==> src/rtl/fpu_pkg.sv <==
// Shared FSM state type and FP32 field constants for the sequential multiplier.
package fpu_pkg;

    typedef enum logic [2:0] {
        IDLE,
        UNPACK,
        MUL,
        NORM,
        DONE
    } state_t;

    localparam int unsigned FP32_BIAS = 127;
    localparam int unsigned EXP_W     = 8;
    localparam int unsigned MANT_W    = 23;

    localparam logic [31:0] FP32_QNAN    = 32'h7FC0_0000;
    localparam logic [30:0] FP32_INF_MAG = 31'h7F80_0000;

endpackage

==> src/rtl/fpu_round_pack.sv <==
// Normalise, round and pack a 48-bit mantissa product into FP32.
// Build option FPU_MUL_RNE_EN selects round-to-nearest-even; otherwise truncate.
module fpu_round_pack
    import fpu_pkg::*;
(
    input  logic              sign,
    input  logic signed [9:0] exponent,
    input  logic [47:0]       product,
    output logic [31:0]       result,
    output logic              overflow,
    output logic              underflow
);

`ifdef FPU_MUL_RNE_EN
    localparam bit RNE = 1'b1;
`else
    localparam bit RNE = 1'b0;
`endif

    logic signed [9:0]   exp_norm;
    logic signed [9:0]   exp_final;
    logic [MANT_W-1:0]   mant;
    logic                guard;
    logic                sticky;
    logic                inc;
    logic [MANT_W:0]     rounded;

    always_comb begin
        exp_norm = exponent;
        mant     = product[45:23];
        guard    = product[22];
        sticky   = |product[21:0];
        if (product[47]) begin
            exp_norm = exponent + 10'sd1;
            mant     = product[46:24];
            guard    = product[23];
            sticky   = |product[22:0];
        end

        inc     = RNE & guard & (sticky | mant[0]);
        rounded = {1'b0, mant} + {{MANT_W{1'b0}}, inc};

        // Carry-out means 1.111..1 rounded up to 10.000..0: mantissa field is already zero.
        exp_final = rounded[MANT_W] ? exp_norm + 10'sd1 : exp_norm;

        overflow  = 1'b0;
        underflow = 1'b0;
        if (exp_final >= 10'sd255) begin
            result   = {sign, FP32_INF_MAG};
            overflow = 1'b1;
        end else if (exp_final <= 10'sd0) begin
            result    = {sign, 31'b0};
            underflow = 1'b1;
        end else begin
            result = {sign, exp_final[EXP_W-1:0], rounded[MANT_W-1:0]};
        end
    end

endmodule

==> src/rtl/fpu_mul_seq.sv <==
// Multi-cycle FP32 multiplier: shift-add mantissa product, BITS_PER_CYCLE bits per MUL cycle.
// Rounding mode is chosen in fpu_round_pack via FPU_MUL_RNE_EN.
module fpu_mul_seq
    import fpu_pkg::*;
#(
    parameter int unsigned BITS_PER_CYCLE = 1
) (
    input  logic        clk,
    input  logic        reset,
    input  logic        start,
    input  logic [31:0] a,
    input  logic [31:0] b,
    output logic        busy,
    output logic        done,
    output logic [31:0] result,
    output logic        invalid,
    output logic        overflow,
    output logic        underflow
);

    localparam int unsigned N    = 24 / BITS_PER_CYCLE;
    localparam logic [4:0]  LAST = 5'(N - 1);

    state_t            state;
    logic [31:0]       a_q, b_q;
    logic              sign_q;
    logic signed [9:0] exp_q;
    logic [47:0]       mcand;
    logic [23:0]       mplier;
    logic [47:0]       acc;
    logic [4:0]        cnt;

    logic [EXP_W-1:0]  ea, eb;
    logic [MANT_W-1:0] fa, fb;
    logic              sign_u;
    logic              a_nan, b_nan, a_inf, b_inf, a_zero, b_zero;
    logic signed [9:0] exp_sum;
    logic              special, special_inv;
    logic [31:0]       special_res;
    logic [47:0]       partial;
    logic [31:0]       rp_result;
    logic              rp_overflow, rp_underflow;

    assign ea     = a_q[30:23];
    assign eb     = b_q[30:23];
    assign fa     = a_q[22:0];
    assign fb     = b_q[22:0];
    assign sign_u = a_q[31] ^ b_q[31];
    assign a_nan  = (ea == '1) && (fa != '0);
    assign b_nan  = (eb == '1) && (fb != '0);
    assign a_inf  = (ea == '1) && (fa == '0);
    assign b_inf  = (eb == '1) && (fb == '0);
    assign a_zero = (ea == '0);
    assign b_zero = (eb == '0);
    assign exp_sum = $signed({2'b00, ea}) + $signed({2'b00, eb}) - $signed(10'(FP32_BIAS));

    always_comb begin
        special     = 1'b1;
        special_inv = 1'b0;
        special_res = {sign_u, 31'b0};
        if (a_nan || b_nan) begin
            special_res = FP32_QNAN;
            special_inv = 1'b1;
        end else if ((a_inf && b_zero) || (b_inf && a_zero)) begin
            special_res = FP32_QNAN;
            special_inv = 1'b1;
        end else if (a_inf || b_inf) begin
            special_res = {sign_u, FP32_INF_MAG};
        end else if (a_zero || b_zero) begin
            special_res = {sign_u, 31'b0};
        end else begin
            special = 1'b0;
        end
    end

    // Multiplicand is pre-shifted each cycle, so only the low multiplier bits are examined.
    always_comb begin
        partial = '0;
        for (int unsigned j = 0; j < BITS_PER_CYCLE; j++) begin
            if (mplier[j]) partial = partial + (mcand << j);
        end
    end

    fpu_round_pack u_round_pack (
        .sign      (sign_q),
        .exponent  (exp_q),
        .product   (acc),
        .result    (rp_result),
        .overflow  (rp_overflow),
        .underflow (rp_underflow)
    );

    always_ff @(posedge clk) begin
        if (reset) begin
            state     <= IDLE;
            busy      <= 1'b0;
            done      <= 1'b0;
            result    <= '0;
            invalid   <= 1'b0;
            overflow  <= 1'b0;
            underflow <= 1'b0;
            a_q       <= '0;
            b_q       <= '0;
            sign_q    <= 1'b0;
            exp_q     <= '0;
            mcand     <= '0;
            mplier    <= '0;
            acc       <= '0;
            cnt       <= '0;
        end else begin
            case (state)
                IDLE: begin
                    if (start) begin
                        a_q       <= a;
                        b_q       <= b;
                        busy      <= 1'b1;
                        invalid   <= 1'b0;
                        overflow  <= 1'b0;
                        underflow <= 1'b0;
                        state     <= UNPACK;
                    end
                end
                UNPACK: begin
                    sign_q <= sign_u;
                    exp_q  <= exp_sum;
                    mcand  <= {24'b0, 1'b1, fa};
                    mplier <= {1'b1, fb};
                    acc    <= '0;
                    cnt    <= '0;
                    if (special) begin
                        result  <= special_res;
                        invalid <= special_inv;
                        done    <= 1'b1;
                        state   <= DONE;
                    end else begin
                        state <= MUL;
                    end
                end
                MUL: begin
                    acc    <= acc + partial;
                    mcand  <= mcand << BITS_PER_CYCLE;
                    mplier <= mplier >> BITS_PER_CYCLE;
                    if (cnt == LAST) begin
                        cnt   <= '0;
                        state <= NORM;
                    end else begin
                        cnt <= cnt + 5'd1;
                    end
                end
                NORM: begin
                    result    <= rp_result;
                    overflow  <= rp_overflow;
                    underflow <= rp_underflow;
                    done      <= 1'b1;
                    state     <= DONE;
                end
                DONE: begin
                    done  <= 1'b0;
                    busy  <= 1'b0;
                    state <= IDLE;
                end
                default: state <= IDLE;
            endcase
        end
    end

endmodule

==> config.mk <==
export PLATFORM = sky130hd
export DESIGN_NAME = fpu_mul_seq
export DESIGN_NICKNAME = d
export VERILOG_FILES = /design/src/rtl/fpu_pkg.sv /design/src/rtl/fpu_round_pack.sv /design/src/rtl/fpu_mul_seq.sv
export SDC_FILE = /design/constraint.sdc
export NUM_CORES = 1
export LEC_CHECK = 0
export CAP_MARGIN = 20
export CORE_MARGIN = 1.5
export CORE_UTILIZATION = 40
export CTS_CLUSTER_SIZE = 14
export DETAILED_ROUTE_END_ITERATION = 10
export GPL_TIMING_DRIVEN = 1
export PLACE_DENSITY = 0.67
export SYNTH_ARGS = -nofsm -noshare
export SYNTH_HDL_FRONTEND = slang
export SYNTH_SLANG_ARGS = --single-unit
==> constraint.sdc <==
create_clock -name clk -period 4.2 [get_ports clk]
set_input_delay 0.42 -clock clk [delete_from_list [all_inputs] [get_ports clk]]
set_output_delay 0.42 -clock clk [all_outputs]
set_load 0.02 [all_outputs]
# --- Word-level counts from Yosys, hierarchy flattened ---
# Cells that the tools add are included.
word_totals:
  inputBits: 67
  ff_bits: 240
  output_inout_bits: 37
  elab_cells: 100
classes:
  add_sub_neg: 5
  bitwise_logic: 1
  order_cmp: 2
  n_reduce_logical: 30
  n_eq_ne: 10
  n_mux: 37
ops:
  columns: ["cell", "count"]
  rows:
  - ["one-hot mux 48 bit (2 select lines)", 2]
  - ["2-to-1 mux 32 bit", 3]
  - ["2-to-1 mux 31 bit", 3]
  - ["one-hot mux 32 bit (2 select lines)", 1]
  - ["adder 48 bit", 1]
  - ["2-to-1 mux 48 bit", 1]
  - ["one-hot mux 24 bit (2 select lines)", 1]
  - ["zero test 23 bit", 2]
  - ["nonzero test 23 bit", 2]
  - ["2-to-1 mux 23 bit", 1]
  - ["== test 8 bit (second input constant)", 2]
  - ["zero test 8 bit", 2]
  - ["2-to-1 mux 1 bit", 13]
  - ["one-hot mux 3 bit (4 select lines)", 1]
  - ["AND reduction 2 bit", 6]
  - ["adder 10 x 2 -> 10 bit (second input constant)", 1]
  - ["greater-or-equal comparator 10 x 9 -> 1 bit (second input constant)", 1]
  - ["less-or-equal comparator 10 x 1 -> 1 bit (second input constant)", 1]
  - ["2-to-1 mux 10 bit", 1]
  - ["one-hot mux 5 bit (2 select lines)", 1]
  - ["nonzero test 2 bit", 5]
  - ["subtractor 9 x 7 -> 10 bit (second input constant)", 1]
  - ["adder 8 x 8 -> 9 bit", 1]
  - ["2-to-1 mux 3 bit", 3]
  - ["15 further kinds", 29]

# --- Logic depth before layout (Yosys ltp) ---
# Gate-level depths: netlist of the first run.
depth:
  ltp_word: 8
  depth_mapped: 15
  depth_no_buf: 13

# --- Cells and area by module ---
# Synthesis of the first run repeated with hierarchy kept, for this count alone.
hier_totals:
  hier_cells: 1693
  area_unflattened_um2: 13259.0
by_module_without_submodules:
  columns: ["module", "area_each_um2", "n_inst", "seq_area_each_um2", "cells_per_inst"]
  rows:
  - ["fpu_mul_seq", 12131.6, 1, 4804.6, 1560]
  - ["fpu_round_pack", 1127.3, 1, 0.0, 133]

# --- Least setup slack after synthesis of the first run ---
# Ideal clock, no wire load.
synth_timing:
  path_kind: "register to register"
  start: "register mplier[0]"
  end: "register acc[28]"
  slack_ns: 0.949
  path_stages_with_launch: 16
  setup_ns: 0.126
  path_buffers: 2
  required_time_ns: 4.074
  t_arrival_ns: 3.126
  period_less_slack_ns: 3.251
  path_cell_list: "dfxtp_1 -> clkbuf_1 -> clkbuf_1 -> and2_1 -> ha_1 -> fa_1 -> a211oi_1 -> o21bai_1 -> nand4_1 -> and2_1 -> o31ai_2 -> a221o_1 -> a21o_1 -> a221oi_2 -> xor2_1 -> o21ai_1"
synth_between:
  elab_chain_cells: 3
synth_lines:
  columns: ["item", "line", "source"]
  rows:
  - ["start: declaration", "fpu_mul_seq.sv:29", "logic [23:0] mplier;"]
  - ["start signal: assignment", "fpu_mul_seq.sv:127", "mplier <= {1'b1, fb};"]
  - ["start signal: assignment", "fpu_mul_seq.sv:142", "mplier <= mplier >> BITS_PER_CYCLE;"]
  - ["2-to-1 mux 48 bit", "fpu_mul_seq.sv:80", "if (mplier[j]) partial = partial + (mcand << j);"]
  - ["adder 48 bit", "fpu_mul_seq.sv:140", "acc <= acc + partial;"]
  - ["one-hot mux 48 bit (2 select lines)", "fpu_mul_seq.sv:111", "case (state)"]
  - ["end signal: assignment", "fpu_mul_seq.sv:140", null]
  - ["end: declaration", "fpu_mul_seq.sv:30", "logic [47:0] acc;"]
# Every way passes these cells.
# A chain may end at the register's enable or synchronous reset.

# --- Worst setup path after layout of the first run ---
layout_timing:
  start: "register mplier[0]"
  end: "register acc[45]"
# Same word-level chain as after synthesis.

==> reports/qor.txt, run 1 <==
=====================================================================================
Outcome                                                                  complete, no violations
Global-route congestion overflow total                                              0
Count of antenna diodes in the layout                                               0
Accumulated negative setup slack                                                 0 ps
Detail-routed net length per standard cell                                    15.1 um
Register bit total from synthesis                                                 240
Max Clock Freq                                                                270 MHz
Tightest Pin Transition                                                        831 ps
Estimated wirelength of the detail-placed design                              21.5 mm
Post-synthesis instance area                                               12600 um^2
Sequential area share after synthesis                                           0.382
Vias per Instance                                                                5.49
Source-to-sink clock delay at the later pin of the worst-skew pair             550 ps
Start of the worst register-to-register path                             mplier[0]$_SDFFE_PP0P_
Element type at the critical path start                                     flip-flop
Post-route antenna net violation count                                              0
Count of routing violations after the opening detailed-route iteration            696
Highest Signal Layer                                                             met5
Hold wc startpoint                                                              reset
Fraction of final layout cells sized beyond drive strength 1                   0.0659
RSZ-0062 raised after global routing                                            false
Post-cts resize count                                                               0
Max-slew headroom at the worst pin                                              0.446
# hold bufs at CTS                                                                  0
Rows                                                                               64
Worst setup slack after layout                                                 497 ps
Post-route core utilization                                                     0.479
Maximum number of pins on one net before global-route repair                       88
Met2 wire length                                                              13.8 mm
Data arrival time of the worst path                                           4130 ps
Number of placed I/O pins                                                         104
Initial antenna violation count                                                     1
Maximum vdd ir drop                                                          0.354 mV
Effective utilization at floorplan                                              0.410
Number of nets produced by synthesis                                             1714
Hold Vio Cnt, Final                                                                 0
Routed via count                                                                11174
Total met3 wirelength after detailed routing                                  1.42 mm
Port Buffers                                                                      103
Leading area contributor after synthesis                                      dfxtp_1
Via count of the first global-routing pass                                      10657
Final critical-path required period                                           3700 ps
Power per unit of standard cell area                                      380 nW/um^2
Die Outline Area                                                           32600 um^2
Count of nets after finishing                                                    1753
Number of flops mapped to enable cells by yosys                                     0
Internal reg-to-reg setup slack                                                500 ps
Leakage power of the design                                                   5.84 nW
Worst min path class                                                     primary input to flip-flop
Per-instance average area after synthesis                                   7.97 um^2
Core Region                                                                30700 um^2
Max clock buf depth                                                                 3
Share of synthesized flip-flops with an asynchronous set or reset                   0
Count of max-cap constraint violations                                              0
Routed wire length                                                            30.8 mm
Worst-case clock skew                                                         25.0 ps
Die height                                                                     180 um
Layout-stage area growth over the synthesis result                              16.9%
Final number of setup-violating endpoints                                           0
Root buffer cell                                                            clkbuf_16
Maximum fanout count along the critical path                                       20
Routability cong.                                                               0.865
Share of the synthesized area in the top cell type                              0.382
Clock tree from TritonCTS                                                        done
Critical path required time                                                   4630 ps
Router iterations before antenna repair                                             5
Final Cycle Share                                                               0.882
Number of synthesis warnings                                                        0
Placed cells                                                                     1987
Cell Area, Placed                                                          13900 um^2
Post-route cell area                                                       14700 um^2
Cell types with the largest area share after synthesis                   dfxtp_1 (38%), nand2_1 (8.8%), ha_1 (6.4%)
Sum of routed wire segments on met1                                           14.8 mm
CP startpoint                                                            mplier[0]$_SDFFE_PP0P_
Global router's overall resource usage                                          0.186
Hold WS                                                                        367 ps
Number of post-CTS setup repair buffers                                             0
Syn Inst Count                                                                   1581
Non-filler cells, final                                                          2036
Die width                                                                      180 um
# DRC                                                                               0
Worst Path Class, Setup                                                  flip-flop to flip-flop
Max Transition Viols Final                                                          0
Most used flip-flop cell after synthesis                                      dfxtp_1
Unique cell type count in the Yosys netlist                                        71
CP endpoint kind                                                            flip-flop
Wire length of the first global-routing pass                                  51.9 mm
Place WS                                                                       557 ps
Clock Pin Slew Worst Setup and Hold Paths                                       60 ps
Overall Power                                                                 5.59 mW
CTS sink count                                                                    240
H-tree levels                                                                       1
Number of clock buffers inserted by TritonCTS                                      27
=====================================================================================
[cells in the final DEF (no fill, tap or decap), drive strengths merged, types with 18 or more instances in the layout]
cell type,Yosys,layout
and2,55,55
nor2,179,179
xor2,26,26
inv,17,18
dfxtp,240,240
a311oi,46,46
xnor2,33,33
clkdlybuf4s50,0,102
nand3,23,23
a21o,26,26
a22oi,73,73
ha,64,64
mux2,23,23
o21ai,54,54
nand2,297,297
a31oi,19,19
a21oi,132,132
buf,15,19
clkbuf,96,39
[cell type report]
type | count | area (um^2)
Inverter | 17 | 63.8
Multi-Input combinational cell | 1213 | 7320
Timing Repair Buffer | 121 | 1170
Clock inverter | 10 | 71.3
Clock buffer | 39 | 801
Sequential cell | 240 | 4800
Fill cell | 2983 | 16000
Tap cell | 396 | 495
[worst max-delay path: stages, from the launching register on]
cell	delay [ps]
dfxtp_1	700
buf_4	330
and2_1	170
ha_1	320
and3_1	250
and4_4	200
a21oi_1	130
nand3_1	120
a21oi_1	170
nand3_2	180
a31oi_4	330
nor4_1	90
or3_1	320
a32o_1	250
[cells in the mapped netlist, drive strengths merged, types with 3 or more instances]
master / n
a21oi: 132
a41oi: 3
nand4: 14
mux2: 23
nand3b: 4
a22oi: 73
or3: 5
a21o: 26
o31ai: 4
a311oi: 46
a32oi: 3
nor4: 16
a211o: 3
buf: 15
inv: 17
mux2i: 4
a211oi: 12
nand2: 297
dfxtp: 240
and2: 55
ha: 64
xor2: 26
nand2b: 4
xnor2: 33
o21bai: 8
nor2: 179
and4: 5
a31oi: 19
nor3: 15
clkbuf: 96
nand3: 23
o211ai: 4
nor3b: 4
o21ai: 54
a221oi: 3
and3: 12
nor2b: 8
[path summary, 6_finish.rpt]
check | cells past startpoint | endpoint
min | 2 | result[5]$_SDFFE_PP0P_
min reg2reg | 2 | a_q[8]$_SDFFE_PP0P_
max | 13 | acc[45]$_SDFFE_PP0P_
max reg2reg | 13 | acc[45]$_SDFFE_PP0P_
[per-layer routing]
metal / GRT usage / vias to the layer above
li1: - / 5675
met1: 0.248 / 5186
met2: 0.312 / 261
met3: 0.0267 / 50
met4: 0.0528 / 2
met5: 0 / -
[flip-flops by register name, indices dropped and copies added, names as in the netlist, 5 cells and up]
signal	cells
mcand	48
cnt	5
b_q	32
mplier	24
exp_q	10
a_q	32
acc	48
result	32
[cell families after synthesis]
kind of cell | Yosys count | synth area share
AO/OA/AOI/OAI | 413 | 0.220
XOR/XNOR | 59 | 0.0410
adder cells (fa/ha/maj) | 66 | 0.0668
buffers and inverters | 128 | 0.0391
flip-flops | 240 | 0.382
multiplexers | 27 | 0.0237
AND/OR/NAND/NOR | 648 | 0.228
[power by group]
part           switching (mW)  internal, mW
logic                   0.488         0.273
registers               0.128          2.41
clock network           0.961          1.33
No activity file was read; power rests on OpenSTA's default activity.
==> run 2, diff against run 1 <==
Settings changed: PLACE_DENSITY 0.67 to 0.66, SKIP_CTS_REPAIR_TIMING set to 1, SYNTH_HIERARCHICAL set to 1.
==> reports/qor.txt, run 2 <==
=====================================================================================
Element type at the critical path start                                     flip-flop
Most used flip-flop cell after synthesis                                      dfxtp_1
Max-slew headroom at the worst pin                                              0.349   -0.0968
Routed via count                                                                12079   +8.1%
Data arrival time of the worst path                                           4010 ps   -120 ps
Sequential area share after synthesis                                           0.362   -0.0192
Adder-cell area share of the yosys netlist                                     0.0634   -0.00335
Port Buffers                                                                      103   unchanged
Outcome                                                                  complete, no violations
Dominant combinational cell family by area after synthesis               simple AND/OR/NAND/NOR gates
Root buffer cell                                                            clkbuf_16
Number of flops mapped to enable cells by yosys                                     0   unchanged
Cell types with the largest area share after synthesis                   dfxtp_1 (36%), nand2_1 (9.3%), a21oi_1 (6.6%)
Post-synthesis instance area                                               13300 um^2   +5.3%
Global-route congestion overflow total                                              0   unchanged
Via count of the first global-routing pass                                      11378   +6.8%
Source-to-sink clock delay at the later pin of the worst-skew pair             550 ps   about the same
Non-filler cells, final                                                          2188   +7.5%
Leakage power of the design                                                   5.81 nW   -0.60%
Area taken by flip-flops and latches                                        4810 um^2   about the same
Area of combinational cells with multiple inputs                            7880 um^2   +7.6%
Die height                                                                     185 um   +2.6%
Clock Pin Slew Worst Setup and Hold Paths                                       60 ps   about the same
Detail-routed net length per standard cell                                    16.1 um   +6.3%
Most frequent cells after synthesis                                      nand2_1 (329), dfxtp_1 (240), a21oi_1 (174), nor2_1 (150), clkbuf_1 (103)
Routed wire length                                                            35.2 mm   +14%
Fill cell instance count of the final layout                                     3233   +8.4%
Layout-stage area growth over the synthesis result                              17.4%
Number of nets produced by synthesis                                             1826   +6.5%
Max clock buf depth                                                                 3   unchanged
Number of synthesis warnings                                                        6   +6
Hold-critical path depth                                                            2   unchanged
Die width                                                                      185 um   +2.6%
Final Cycle Share                                                               0.851   -0.0304
Accumulated negative setup slack                                                 0 ps   unchanged
Max Transition Viols Final                                                          0   unchanged
Critical path required time                                                   4630 ps   about the same
Initial antenna violation count                                                     1   unchanged
Core Region                                                                32600 um^2   +6.1%
Most common cell after layout, fill and taps aside                            nand2_1
Count of nets after finishing                                                    1856   +5.9%
Final number of setup-violating endpoints                                           0   unchanged
Share of the synthesized area in the top cell type                              0.362   -0.0192
Simple logic cell fraction of the synthesized area                              0.261   +0.0334
Power per unit of standard cell area                                      416 nW/um^2   +9.7%
Fraction of final layout cells sized beyond drive strength 1                   0.0659   about the same
Worst-case clock skew                                                         12.2 ps   -12.8 ps
H-tree levels                                                                       1   unchanged
Synth Area in Compound Gates                                                    0.211   -0.00915
Unique cell type count in the Yosys netlist                                        79   +11%
CTS sink count                                                                    240   unchanged
Leading area contributor after synthesis                                      dfxtp_1
Place WS                                                                       687 ps   +129 ps
Router iterations before antenna repair                                             5   unchanged
Xor-xnor portion of the synthesized cell area                                  0.0363   -0.00470
Maximum number of pins on one net before global-route repair                      102   +16%
Share of synthesized flip-flops with an asynchronous set or reset                   0   unchanged
Path depth of the worst reg2reg path                                               12   -1
CP endpoint kind                                                            flip-flop
Number of clock buffers inserted by TritonCTS                                      29   +7.4%
Post-route cell area                                                       15600 um^2   +5.7%
Per-instance average area after synthesis                                   7.83 um^2   -1.7%
Clock tree from TritonCTS                                                        done
Die Outline Area                                                           34200 um^2   +5.2%
Most used cells in the layout excluding fill and tap cells               nand2_1 (329), dfxtp_1 (239), a21oi_1 (174)
Syn Inst Count                                                                   1693   +7.1%
Top Registers                                                            acc x48, mcand x48
Hold WS                                                                        330 ps   -37.1 ps
Routability cong.                                                               0.893   +3.2%
Count of max-cap constraint violations                                              0   unchanged
Worst Path Class, Setup                                                  flip-flop to flip-flop
Overall Power                                                                 6.48 mW   +16%
# DRC                                                                               0   unchanged
Maximum fanout count along the critical path                                       17   -15%
Max Clock Freq                                                                280 MHz   +3.6%
Post-route core utilization                                                     0.477   -0.00155
Register bit total from synthesis                                                 240   unchanged
Estimated wirelength of the detail-placed design                              24.6 mm   +15%
Tightest Pin Transition                                                        973 ps   +142 ps
Final critical-path required period                                           3580 ps   -128 ps
Hold Vio Cnt, Final                                                                 0   unchanged
Rows                                                                               66   +3.1%
Global router's overall resource usage                                          0.206   +0.0196
Count of antenna diodes in the layout                                               0   unchanged
Vias per Instance                                                                5.52   +0.59%
Effective utilization at floorplan                                              0.406   -0.00306
Maximum vdd ir drop                                                          0.275 mV   -22%
Post-route antenna net violation count                                              0   unchanged
Mux cell area share after synthesis                                            0.0204   -0.00336
Count of routing violations after the opening detailed-route iteration            839   +21%
Worst min path class                                                     primary input to flip-flop
Wire length of the first global-routing pass                                  58.1 mm   +12%
Number of placed I/O pins                                                         104   unchanged
Placed cells                                                                     2132   +7.3%
Most numerous cell in the Yosys netlist                                       nand2_1
RSZ-0062 raised after global routing                                            false
Worst setup slack after layout                                                 624 ps   +128 ps
Cell Area, Placed                                                          14500 um^2   +5.0%
=====================================================================================
[run 2: cell types whose count changed in the layout (fill, tap and decap cells not counted), moves of 7 or more]
cell,delta
o21bai_1,+7
a21oi_1,+44
and3_1,-9
nor2_1,-29
a22oi_1,-22
a21o_1,-7
nor4b_2,+18
nand2_1,+34
nand4_1,+7
xor2_1,-8
mux2i_1,+23
mux2_2,-23
nand3_1,+35
inv_1,+8
[run 2: worst paths after layout]
| kind | startpoint | end | slack, ps |
|---|---|---|---|
| setup reg to reg | mplier[0]$_SDFFE_PP0P_ | acc[45]$_SDFFE_PP0P_ | 620 |
| hold reg to reg | result[10]$_SDFFE_PP0P_ | result[10]$_SDFFE_PP0P_ | 460 |
| setup / recovery | mplier[0]$_SDFFE_PP0P_ | acc[45]$_SDFFE_PP0P_ | 620 |
| hold / removal | reset | invalid$_SDFFE_PP0P_ | 330 |
[run 2: layout make-up]
class | count | share of cell area
timing repair buffer | 126 | 0.0804
inverter | 26 | 0.00627
multi-input combinational | 1300 | 0.506
clock buffer | 41 | 0.0546
tap | 442 | 0.0355
clock inverter | 13 | 0.00868
sequential | 240 | 0.309
[run 2: worst max-delay path: stages, from the launching register on]
cell and delay [ps]:
dfxtp_1 370, buf_4 210, and2_1 170, ha_1 280, a21oi_1 290, o211ai_1 210
a41oi_2 260, a21oi_1 130, o41a_1 440, o211a_1 260, o31a_1 280, or3_1 300
a32o_1 250
[run 2: power breakdown]
group / internal [mW] / switching [mW]
combinational: 0.455 / 0.832
sequential: 2.47 / 0.188
clock: 1.53 / 1.01
total: 4.46 / 2.03
[run 2: logic make-up (layout without fill, tap and decap cells)]
group | after synthesis | in the layout
compound gates | 434 | 434
xor+xnor | 55 | 55
fa+ha+maj | 66 | 66
buf+inv | 153 | 206
flops | 240 | 240
mux | 27 | 27
simple gates | 718 | 718
[run 2: routing by layer]
metal  wire, um  GRT usage
met3       1370     0.0242
met4        769     0.0589
met2      16400      0.340
met5          0          0
met1      16700      0.281
